### src/rtl/mux2_arbiter_if.sv
// Handshake bundle for the two-requester arbiter: two producer paths in,
// one registered consumer path out, plus per-requester grant counters.
interface mux2_arbiter_if #(
  parameter int unsigned WIDTH = 32
);
  logic [WIDTH-1:0] in_1;
  logic             in_1_valid;
  logic             in_1_ready;
  logic [WIDTH-1:0] in_2;
  logic             in_2_valid;
  logic             in_2_ready;
  logic [WIDTH-1:0] data_out;
  logic             out_valid;
  logic             out_ready;
  logic             sel;
  logic [15:0]      grant_cnt_1;
  logic [15:0]      grant_cnt_2;

  modport master (
    output in_1, in_1_valid, in_2, in_2_valid, out_ready,
    input  in_1_ready, in_2_ready, data_out, out_valid, sel,
           grant_cnt_1, grant_cnt_2
  );

  modport slave (
    input  in_1, in_1_valid, in_2, in_2_valid, out_ready,
    output in_1_ready, in_2_ready, data_out, out_valid, sel,
           grant_cnt_1, grant_cnt_2
  );
endinterface

### src/rtl/mux2_arbiter.sv
// Round-robin two-way arbiter feeding a one-word output register with
// same-cycle drain/refill and saturating per-requester grant counters.
module mux2_arbiter #(
  parameter int unsigned WIDTH = 32
) (
  input  logic            clk,
  input  logic            rst,
  mux2_arbiter_if.slave   bus
);

  localparam int unsigned CNT_W = 16;
  localparam logic [CNT_W-1:0] CNT_MAX = '1;

  typedef enum logic {
    EMPTY = 1'b0,
    FULL  = 1'b1
  } state_t;

  state_t             state_q;
  logic [WIDTH-1:0]   data_q;
  logic               sel_q;
  logic               last_grant_q;
  logic [CNT_W-1:0]   cnt_1_q;
  logic [CNT_W-1:0]   cnt_2_q;

  logic               load_en;
  logic               gnt_1;
  logic               gnt_2;

  // Grants depend only on valids, state, out_ready and last grant; never on data.
  always_comb begin
    load_en = 1'b0;
    gnt_1   = 1'b0;
    gnt_2   = 1'b0;
    if (!rst) begin
      load_en = (state_q == EMPTY) || bus.out_ready;
      if (load_en) begin
        if (bus.in_1_valid && bus.in_2_valid) begin
          gnt_1 = last_grant_q;
          gnt_2 = ~last_grant_q;
        end else begin
          gnt_1 = bus.in_1_valid;
          gnt_2 = bus.in_2_valid;
        end
      end
    end
  end

  always_ff @(posedge clk or posedge rst) begin
    if (rst) begin
      state_q      <= EMPTY;
      data_q       <= '0;
      sel_q        <= 1'b0;
      last_grant_q <= 1'b1;
      cnt_1_q      <= '0;
      cnt_2_q      <= '0;
    end else begin
      if (gnt_1 || gnt_2) begin
        state_q      <= FULL;
        data_q       <= gnt_2 ? bus.in_2 : bus.in_1;
        sel_q        <= gnt_2;
        last_grant_q <= gnt_2;
        if (gnt_1 && (cnt_1_q != CNT_MAX)) cnt_1_q <= cnt_1_q + CNT_W'(1);
        if (gnt_2 && (cnt_2_q != CNT_MAX)) cnt_2_q <= cnt_2_q + CNT_W'(1);
      end else if ((state_q == FULL) && bus.out_ready) begin
        // Consumer drained the word and nobody refilled it.
        state_q <= EMPTY;
      end
    end
  end

  assign bus.in_1_ready  = gnt_1;
  assign bus.in_2_ready  = gnt_2;
  assign bus.data_out    = data_q;
  assign bus.out_valid   = (state_q == FULL);
  assign bus.sel         = sel_q;
  assign bus.grant_cnt_1 = cnt_1_q;
  assign bus.grant_cnt_2 = cnt_2_q;

endmodule

### src/flat_wrapper.sv
// flat-port wrapper written by rule: the top's interface ports become plain ports
module mux2_arbiter_flat 
#(
  parameter int unsigned WIDTH = 32
)
  (clk, rst, bus_in_1, bus_in_1_valid, bus_in_2, bus_in_2_valid, bus_out_ready, bus_in_1_ready, bus_in_2_ready, bus_data_out, bus_out_valid, bus_sel, bus_grant_cnt_1, bus_grant_cnt_2);
  mux2_arbiter_if #(.WIDTH(WIDTH)) bus_i ();
  input  logic clk;
  input  logic rst;
  input wire logic [$bits(bus_i.in_1)-1:0] bus_in_1;
  input wire logic [$bits(bus_i.in_1_valid)-1:0] bus_in_1_valid;
  input wire logic [$bits(bus_i.in_2)-1:0] bus_in_2;
  input wire logic [$bits(bus_i.in_2_valid)-1:0] bus_in_2_valid;
  input wire logic [$bits(bus_i.out_ready)-1:0] bus_out_ready;
  output wire logic [$bits(bus_i.in_1_ready)-1:0] bus_in_1_ready;
  output wire logic [$bits(bus_i.in_2_ready)-1:0] bus_in_2_ready;
  output wire logic [$bits(bus_i.data_out)-1:0] bus_data_out;
  output wire logic [$bits(bus_i.out_valid)-1:0] bus_out_valid;
  output wire logic [$bits(bus_i.sel)-1:0] bus_sel;
  output wire logic [$bits(bus_i.grant_cnt_1)-1:0] bus_grant_cnt_1;
  output wire logic [$bits(bus_i.grant_cnt_2)-1:0] bus_grant_cnt_2;
  assign bus_i.in_1 = bus_in_1;
  assign bus_i.in_1_valid = bus_in_1_valid;
  assign bus_i.in_2 = bus_in_2;
  assign bus_i.in_2_valid = bus_in_2_valid;
  assign bus_i.out_ready = bus_out_ready;
  assign bus_in_1_ready = bus_i.in_1_ready;
  assign bus_in_2_ready = bus_i.in_2_ready;
  assign bus_data_out = bus_i.data_out;
  assign bus_out_valid = bus_i.out_valid;
  assign bus_sel = bus_i.sel;
  assign bus_grant_cnt_1 = bus_i.grant_cnt_1;
  assign bus_grant_cnt_2 = bus_i.grant_cnt_2;
  mux2_arbiter #(.WIDTH(WIDTH)) u_core (.clk(clk), .rst(rst), .bus(bus_i));
endmodule
### config.mk
export PLATFORM = sky130hd
export DESIGN_NAME = mux2_arbiter_flat
export DESIGN_NICKNAME = d
export VERILOG_FILES = /design/src/rtl/mux2_arbiter_if.sv /design/src/rtl/mux2_arbiter.sv /design/src/flat_wrapper.sv
export SDC_FILE = /design/constraint.sdc
export NUM_CORES = 1
export LEC_CHECK = 0
export BUFFER_PORTS_ARGS = -buffer_cell sky130_fd_sc_hd__buf_4
export CAP_MARGIN = 20
export CELL_PAD_IN_SITES_DETAIL_PLACEMENT = 2
export CELL_PAD_IN_SITES_GLOBAL_PLACEMENT = 2
export CORE_MARGIN = 1
export CORE_UTILIZATION = 28
export DETAILED_ROUTE_END_ITERATION = 7
export PLACE_DENSITY = 0.81
export SLEW_MARGIN = 0
export SYNTH_ARGS = -nofsm -noshare
export SYNTH_HDL_FRONTEND = slang
export SYNTH_SLANG_ARGS = --single-unit
### constraint.sdc
create_clock -name clk -period 2.6 [get_ports clk]
set_input_delay 0.52 -clock clk [delete_from_list [all_inputs] [get_ports clk]]
set_output_delay 0.52 -clock clk [all_outputs]
set_load 0.01 [all_outputs]
==> results.yml, run 1 <==
drt:
  dr.pass1.iters: 4
  route.detailed.drc: 0
  initialDrtViolationCount: 61
  routed_wl_um: 10100
  wl_per_cell_um: 17.7
  num_vias: 2796
  ant_nets: 0
  vias_per_cell: 4.87
place:
  io_buffers: 136
  hpwl_um: 7620
  finalWeightedCongestion: 0.764
  dpl-instance-area_um2: 4350
setup_path:
  cp-start-kind: "flop"
  r2r_end: "u_core.bus.grant_cnt_1[9]$_DFFE_PP0P_"
  reg2reg_depth: 7
  cp_data_arrival_time_ps: 1940
  r2r-start: "u_core.bus.out_valid$_DFFE_PP0P_"
  cp_data_required_time_ps: 2080
  endpoint: "bus_in_1_ready"
  critPathMaxFanout: 8
  ff2ff_setup_slack_ps: 340
  cp-startpoint: "u_core.bus.out_valid$_DFFE_PP0P_"
  worstSetupPathType: "reg2out"
  cp-end-kind: "output port"
cts:
  cts_max_level: 3
  cts_hold_buf: 0
  cts_made_buffers: 9
  postCtsSetupRepairBufs: 0
  cts_root_buf: "clkbuf_8"
  cts_tree: "yes"
  clkSinkCount: 67
  clock_latency_ps: 340
  cts_buffer_depth: 2
  clkTransAtPathRegs_ps: 80
yosys:
  synth_cells: 287
  syn_area_um2: 3090
  syn-num-nets: 358
  ys_types: 38
  synth_top_area_share_pct: 53.5
  yosysWarnings: 0
  ys_top_cells_by_area: "dfrtp_1 (53%), mux2i_1 (10%), nand2_1 (5.2%), o21ai_0 (5.2%), xor2_1 (4.0%)"
  synth-seq-cells: 67
  yosys.area.top_type: "dfrtp_1"
  yosysSeqAreaShare_pct: 54.3
  syn_area_per_cell_um2: 10.8
sta:
  fin_crit_sh_pct: 94.5
  hold_viol: 0
  fmax_ghz: 0.407
  fin_crit_ps: 2460
  finalSetupViolCount: 0
  tns_ps: 0
  slew_headroom_pct: 64.3
  final.setup_skew_ps: 10.3
  drv_slew: 0
  tightest_slew_ps: 534
  grt_setup_unrepaired: "false"
die:
  core_um2: 10500
  start_util_pct: 29.4
  ios: 137
  num_rows: 37
  dieArea_um2: 11500
  die_w_um: 107
  die_y_um: 107
final_layout:
  num-fill-cells: 1149
  fin_util_pct: 43.4
  post-route-cell-area_um2: 4560
  layout-drive-gt1-share_pct: 39.5
  synthToLayoutAreaGrowth_pct: 47.8
  n_antenna_cell: 0
  layout.nets: 504
power:
  p_sw_w: 0.00116
  p_leak_nw: 2.18
  combPwrFrac_pct: 30.6
  power.density_nw_per_um2: 784
  power.share.clock_pct: 25.8
  pwr-share-seq_pct: 43.5
  swShare_pct: 32.4
  p_int_w: 0.00242
  ir_drop_mv: 0.234
  p_total_w: 0.00358
global_route:
  met1_usage_pct: 21.0
  grt_use_met2_pct: 31.8
  grt_pass1_vias: 3157
  grt_first_pass_wirelength_um: 16100
  top_usage_layer: "met2"
  antenna_found_initial: 0
  grt_max_degree: 61
  overflow: 0
  grt_use_total_pct: 18.3
  grtUsageMet3_pct: 5.59
flow_run:
  drv_cap: 0
hold_path:
  hold_class: "in2async"
status:
  status: "finished, final reports clean"
[synth_stat cells]
cell type / n
nand3_1: 11
nor3_2: 1
o21ai_0: 32
nor2_1: 10
mux2i_1: 32
nor2b_4: 1
and4b_1: 1
clkbuf_1: 7
inv_1: 4
nor4b_1: 1
nor3b_1: 1
nand4_1: 10
a21bo_2: 1
nor2b_1: 1
and4_1: 3
nand2_1: 43
nand2b_1: 1
mux2_2: 2
a31oi_1: 1
or4_4: 1
and2_1: 2
xor2_1: 14
a21oi_1: 1
dfrtp_1: 66
xnor2_1: 13
or4b_1: 1
buf_4: 2
o21a_1: 2
a21o_1: 2
ha_1: 2
nor2_2: 2
o2111ai_1: 1
dfstp_2: 1
and3_1: 3
nor3_1: 4
nor4_1: 3
buf_2: 3
or3_1: 1
[power groups by stage]
stage	Clock, W	Combinational (W)	Sequential [W]
floorplan	0	0.000364	0.00163
finish	0.000924	0.00110	0.00156
detailed placement	0	0.00112	0.00157
global route	0.00100	0.00120	0.00160
global placement	0	0.00107	0.00155
CTS	0.000955	0.00112	0.00156
[area by class of cell]
type	count	area [µm²]	area share, %
clock buffers	13	169	3.70
clock inverters	3	45.0	0.987
inverters	4	15.0	0.329
multi-input cells	204	1350	29.5
flip-flops and latches	67	1680	36.8
well taps	136	170	3.73
repair buffers	147	1140	25.0
[cells in the final DEF (no fill, tap or decap), types with 2 or more instances in the layout]
cell type   instances
inv_2               2
nor3_1              4
and2_1              2
and4_1              3
dfrtp_1            66
nor4_1              3
o21a_1              2
buf_12              3
mux2_2              2
inv_1               2
nand4_1            10
ha_1                2
xor2_1             14
buf_4             144
nor2_2              2
a21o_1              2
o21ai_0            32
nand3_1            11
clkbuf_8           12
xnor2_1            13
mux2i_1            32
nand2_1            43
clkinvlp_4          2
nor2_1             10
and3_1              3
[timing repair]
action | 4_1_cts | 5_1_grt
hold endpoints to repair | 0 | 0
gates resized for setup | 0 | 1
setup endpoints to repair | 0 | 1
[how the worst min path moves through the flow]
stage / startpoint / endpoint / cells after the start
floorplan: u_core.last_grant_q$_DFFE_PP1P_ / u_core.last_grant_q$_DFFE_PP1P_ / 1
global placement: u_core.bus.sel$_DFFE_PP0P_ / u_core.bus.sel$_DFFE_PP0P_ / 1
detailed placement: u_core.bus.sel$_DFFE_PP0P_ / u_core.bus.sel$_DFFE_PP0P_ / 1
CTS: rst / u_core.bus.grant_cnt_2[15]$_DFFE_PP0P_ / 2
global route: rst / u_core.bus.grant_cnt_2[5]$_DFFE_PP0P_ / 2
finish: rst / u_core.bus.grant_cnt_2[15]$_DFFE_PP0P_ / 2
[kinds of logic (layout without fill, tap and decap cells)]
family                   count (synthesis)  after routing  share of synthesized area [%]
flip-flops                              67             67                           54.3
AO/OA/AOI/OAI                           40             40                           7.13
XOR/XNOR                                27             27                           7.66
multiplexers                            34             34                           11.1
buffers and inverters                   16            167                           2.31
adder cells (fa/ha/maj)                  2              2                          0.810
AND/OR/NAND/NOR                        101            101                           16.7
[per-stage QoR]
step           instances  hold WS [ps]  setup WS [ps]
2_1_floorplan        287           501            398
3_3_place_gp         558           465            233
3_5_place_dp         558           479            196
4_1_cts              574           206           23.8
5_1_grt              574           214           63.3
6_report             574           210            144
[flip-flops by register name, indices dropped and copies added (netlist names)]
name	count
u_core.bus.grant_cnt_1	16
u_core.bus.grant_cnt_2	16
u_core.bus.sel	1
u_core.last_grant_q	1
u_core.bus.out_valid	1
u_core.bus.data_out	32
[metal layers]
layer | wire length, µm | part of all wire (%)
met2 | 5210 | 51
met3 | 684 | 6.7
met4 | 134 | 1.3
met5 | 0 | 0
met1 | 4110 | 41
[worst max-delay path, stage by stage (launching register included)]
cell and delay, ps:
dfrtp_1 400, nor2b_4 150, or4b_1 700, inv_2 200, buf_4 140
No activity file was read; power rests on OpenSTA's default activity.
==> run 2: changes to the inputs <==
--- a/config.mk
+++ b/config.mk
@@ -13,6 +13,7 @@
 export CORE_UTILIZATION = 28
 export DETAILED_ROUTE_END_ITERATION = 7
 export PLACE_DENSITY = 0.81
+export REMOVE_ABC_BUFFERS = 1
 export SLEW_MARGIN = 0
 export SYNTH_ARGS = -nofsm -noshare
 export SYNTH_HDL_FRONTEND = slang
==> run 2 against run 1 <==
  * Clock skew decreased by 1.3 ps
  * Clock power is 7.9% higher
  * Via count down 1.9%
  * Flip-flop and latch count unchanged
  * Critical path type unchanged
==> results.yml, run 2 (synthesized netlist as in run 1, its figures left out) <==
status:
  status: "finished, final reports clean"
cts:
  cts_resized: 0
  clock_latency_ps: 340
  cts_buffer_depth: 2
  cts_hold_buf: 0
  cts_made_buffers: 9
  cts_root_buf: "clkbuf_8"
  clkTransAtPathRegs_ps: 80
  cts_tree: "yes"
  cts_max_level: 3
  postCtsSetupRepairBufs: 0
  clkSinkCount: 67
final_layout:
  synthToLayoutAreaGrowth_pct: 47.5
  post-route-cell-area_um2: 4560
  n_antenna_cell: 0
  layout_common_cells: "buf_4 (144), dfrtp_1 (66), nand2_1 (43)"
  largest_reg_flops: 32
  num-fill-cells: 1128
  layout.nets: 503
  layout_commonest_cell: "buf_4"
  layout-drive-gt1-share_pct: 39.4
setup_path:
  r2r_end: "u_core.bus.grant_cnt_1[11]$_DFFE_PP0P_"
  endpoint: "bus_in_1_ready"
  cp-end-kind: "output port"
  r2r-start: "u_core.last_grant_q$_DFFE_PP1P_"
  cp-startpoint: "u_core.last_grant_q$_DFFE_PP1P_"
  critPathMaxFanout: 8
  cp-start-kind: "flop"
  cp_data_required_time_ps: 2080
  cpPeakStageDelay_ps: 630
  reg2reg_depth: 5
  slowest_stage: "or4b_1"
  cp_data_arrival_time_ps: 1970
  worstSetupPathType: "reg2out"
  crit_chain: "nor2b_1 > or4b_1 > inv_1 > buf_4"
  ff2ff_setup_slack_ps: 340
sta:
  fin_crit_ps: 2490
  fin_crit_sh_pct: 95.9
  final.setup_skew_ps: 8.96
  slew_headroom_pct: 62.2
  tightest_slew_ps: 561
  drv_slew: 0
  fin_ws_ps: 107
  fmax_ghz: 0.401
  hold_ws_ps: 185
  hold_viol: 0
  grt_setup_unrepaired: "false"
  finalSetupViolCount: 0
drt:
  vias_per_cell: 4.79
  routed_wl_um: 9430
  num_vias: 2743
  dr.pass1.iters: 4
  initialDrtViolationCount: 74
  route.detailed.drc: 0
  ant_nets: 0
  wl_per_cell_um: 16.5
power:
  power.density_nw_per_um2: 794
  p_total_w: 0.00362
  ir_drop_mv: 0.269
  p_leak_nw: 2.19
global_route:
  overflow: 0
  grt_pass1_vias: 2990
  antenna_found_initial: 0
  grt_first_pass_wirelength_um: 15000
  grt_max_degree: 35
  grt_use_total_pct: 16.8
place:
  finalWeightedCongestion: 0.730
  preCtsSetupSlack_ps: 171
  io_buffers: 136
  dpl-instance-area_um2: 4330
  hpwl_um: 7020
die:
  dieArea_um2: 11500
  num_rows: 37
  start_util_pct: 29.4
  core_um2: 10500
  die_y_um: 107
  die_w_um: 107
  ios: 137
flow_run:
  drv_cap: 0
hold_path:
  hold_class: "in2async"
run 2: how the worst min path moves through the flow:
stage / to / slack (ps) / cells after the start
3_5_place_dp: u_core.bus.sel$_DFFE_PP0P_ / 480 / 1
3_3_place_gp: u_core.bus.sel$_DFFE_PP0P_ / 470 / 1
4_1_cts: u_core.bus.data_out[6]$_DFFE_PP0P_ / 180 / 2
5_1_grt: u_core.bus.grant_cnt_1[14]$_DFFE_PP0P_ / 190 / 2
6_report: u_core.bus.data_out[31]$_DFFE_PP0P_ / 180 / 2
2_1_floorplan: u_core.last_grant_q$_DFFE_PP1P_ / 500 / 1
run 2: stage by stage:
stage / cells / TNS, ps / utilization, %
3_3_place_gp: 557 / 0 / 41.2
3_5_place_dp: 557 / 0 / 41.2
4_1_cts: 573 / 0 / 43.4
5_1_grt: 573 / 0 / 43.4
6_report: 573 / 0 / 43.4
2_1_floorplan: 275 / -23050 / -
run 2: cell type report:
class                   instances  area (µm²)  area share [%]
well taps                     136         170            3.73
clock inverters                 5        75.1            1.65
flip-flops and latches         67        1680            36.8
clock buffers                  11         151            3.32
repair buffers                146        1120            24.6
inverters                       4        15.0           0.329
multi-input cells             204        1350            29.5
run 2: routing by layer:
metal	track usage, %	routed length, µm
met4	7.93	209
met1	20.2	3970
met2	28.8	4750
met3	3.47	495
met5	0	0
run 2: report_power, final:
| group | switching, W | total, W | internal [W] | leakage (nW) |
|---|---|---|---|---|
| Combinational | 0.000502 | 0.00109 | 0.000588 | 1.22 |
| Clock | 0.000409 | 0.000997 | 0.000588 | 0.119 |
| Sequential | 0.000227 | 0.00153 | 0.00130 | 0.848 |
run 2: worst max-delay path: cells and delay by family (launching register included):
kind,cells,cell delay [ps]
flops,1,550
buf+inv,2,400
simple gates,2,670
==> run 3: changes to the inputs <==
--- a/config.mk
+++ b/config.mk
@@ -13,7 +13,6 @@
 export CORE_UTILIZATION = 28
 export DETAILED_ROUTE_END_ITERATION = 7
 export PLACE_DENSITY = 0.81
-export REMOVE_ABC_BUFFERS = 1
 export SLEW_MARGIN = 0
 export SYNTH_ARGS = -nofsm -noshare
 export SYNTH_HDL_FRONTEND = slang
==> constraint.sdc (replaced) <==
create_clock -name clk -period 2.6 [get_ports clk]
set_input_delay 0.52 -clock clk [delete_from_list [all_inputs] [get_ports clk]]
set_output_delay 0.52 -clock clk [all_outputs]
set_load 0.02 [all_outputs]
==> run 3 against run 2 <==
  * Cell count is the same
  * Register-to-register slack improved by 60 ps
  * Final area shrank 1.2%
  * Total power grew 0.43%
  * Sequential share of layout area rose by 0.44 points
  * Core utilization decreased by 0.51 points
  * Clock skew down 4.1 ps
  * Count of clock-buffer cells in the layout rose by 3
  * Routed wire length rose by 5.2%
  * First-iteration DRC count shrank 36%
==> results.yml, run 3 (synthesized netlist as in run 1, its figures left out) <==
status:
  status: "finished, final reports clean"
place:
  io_buffers: 136
  preCtsSetupSlack_ps: 235
  hpwl_um: 7560
  finalWeightedCongestion: 0.744
global_route:
  antenna_found_initial: 0
  grt_max_degree: 58
  grt_pass1_vias: 3157
  overflow: 0
  grt_use_total_pct: 18.2
  grt_first_pass_wirelength_um: 15900
final_layout:
  largest_reg_flops: 32
  synthToLayoutAreaGrowth_pct: 45.8
  layout_commonest_cell: "buf_4"
  layout-drive-gt1-share_pct: 38.9
  num-fill-cells: 1145
  layout.nets: 503
  n_antenna_cell: 0
  layout_common_cells: "buf_4 (144), dfrtp_1 (66), nand2_1 (43)"
die:
  die_w_um: 107
  num_rows: 37
  dieArea_um2: 11500
  ios: 137
  core_um2: 10500
  start_util_pct: 29.4
  die_y_um: 107
drt:
  routed_wl_um: 9920
  vias_per_cell: 4.88
  initialDrtViolationCount: 47
  num_vias: 2797
  wl_per_cell_um: 17.3
  route.detailed.drc: 0
  ant_nets: 0
  dr.pass1.iters: 3
sta:
  tns_ps: 0
  final.setup_skew_ps: 4.88
  fin_crit_ps: 2430
  drv_slew: 0
  slew_headroom_pct: 63.8
  finalSetupViolCount: 0
  grt_setup_unrepaired: "false"
  hold_viol: 0
  hold_ws_ps: 242
  fin_crit_sh_pct: 93.4
  fin_ws_ps: 172
  tightest_slew_ps: 538
  fmax_ghz: 0.412
flow_run:
  drv_cap: 0
setup_path:
  cp-start-kind: "flop"
  cp_data_required_time_ps: 2080
  cp_num_buf_inv: 2
  critical_path.top_delay_family: "simple AND/OR/NAND/NOR gates"
  slowest_stage: "or4b_1"
  crit_chain: "nor2b_1 > or4b_1 > inv_2 > buf_4"
  cp-end-kind: "output port"
  worstSetupPathType: "reg2out"
  cpPeakStageDelay_ps: 640
  cp_data_arrival_time_ps: 1910
  critPathMaxFanout: 7
power:
  p_total_w: 0.00363
  ir_drop_mv: 0.298
  p_leak_nw: 2.16
  power.density_nw_per_um2: 807
cts:
  postCtsSetupRepairBufs: 0
  cts_root_buf: "clkbuf_8"
  cts_tree: "yes"
  cts_resized: 0
  cts_max_level: 3
  clock_latency_ps: 340
  clkSinkCount: 67
  cts_made_buffers: 9
  cts_buffer_depth: 2
  cts_hold_buf: 0
  clkTransAtPathRegs_ps: 70
hold_path:
  hold_class: "in2async"
[run 3: cell count changes in the layout (fill, tap and decap cells not counted), sizes merged]
cell / change
clkbuf: +3
clkinv: -1
bufinv: -2
[run 3: where the power goes]
part | leakage [nW] | switching, W | internal [W] | total [W]
logic | 1.22 | 0.000704 | 0.000596 | 0.00130
registers | 0.848 | 0.000246 | 0.00130 | 0.00155
clock network | 0.0905 | 0.000386 | 0.000397 | 0.000783
[run 3: path summary, 6_finish.rpt]
check	to	startpoint	depth (start not counted)	slack, ps
setup / recovery	bus_in_1_ready	u_core.last_grant_q$_DFFE_PP1P_	4	170
hold / removal	u_core.bus.grant_cnt_2[3]$_DFFE_PP0P_	rst	2	240
setup reg to reg	u_core.bus.grant_cnt_1[12]$_DFFE_PP0P_	u_core.last_grant_q$_DFFE_PP1P_	5	400
hold reg to reg	u_core.bus.sel$_DFFE_PP0P_	u_core.bus.sel$_DFFE_PP0P_	1	480
max in group asynchronous	u_core.last_grant_q$_DFFE_PP1P_	rst	3	1680
min in group clk	u_core.bus.data_out[10]$_DFFE_PP0P_	bus_in_2[10]	3	380
[run 3: layer usage]
layer / vias up / wire length (µm) / track usage (%)
met2: 91 / 5100 / 31.5
met3: 13 / 759 / 5.53
met1: 1404 / 3860 / 20.5
li1: 1289 / - / -
met4: 0 / 190 / 7.83
met5: - / 0 / 0
[run 3: area by class of cell]
type                            count  area (µm²)  share of cell area (%)
Sequential cell                    67        1680                    37.3
Multi-Input combinational cell    204        1350                    29.9
Timing Repair Buffer              146        1120                    24.9
Tap cell                          136         170                    3.78
Clock buffer                       14         163                    3.61
Inverter                            4        15.0                   0.333
Clock inverter                      2        10.0                   0.222
[run 3: per-stage QoR]
stage | instances | area (µm²) | utilization, %
after floorplan | 287 | 3090 | -
after global routing | 573 | 4500 | 42.9
after detailed placement | 557 | 4330 | 41.2
final | 573 | 4500 | 42.9
after CTS | 573 | 4500 | 42.9
after global placement | 557 | 4330 | 41.2
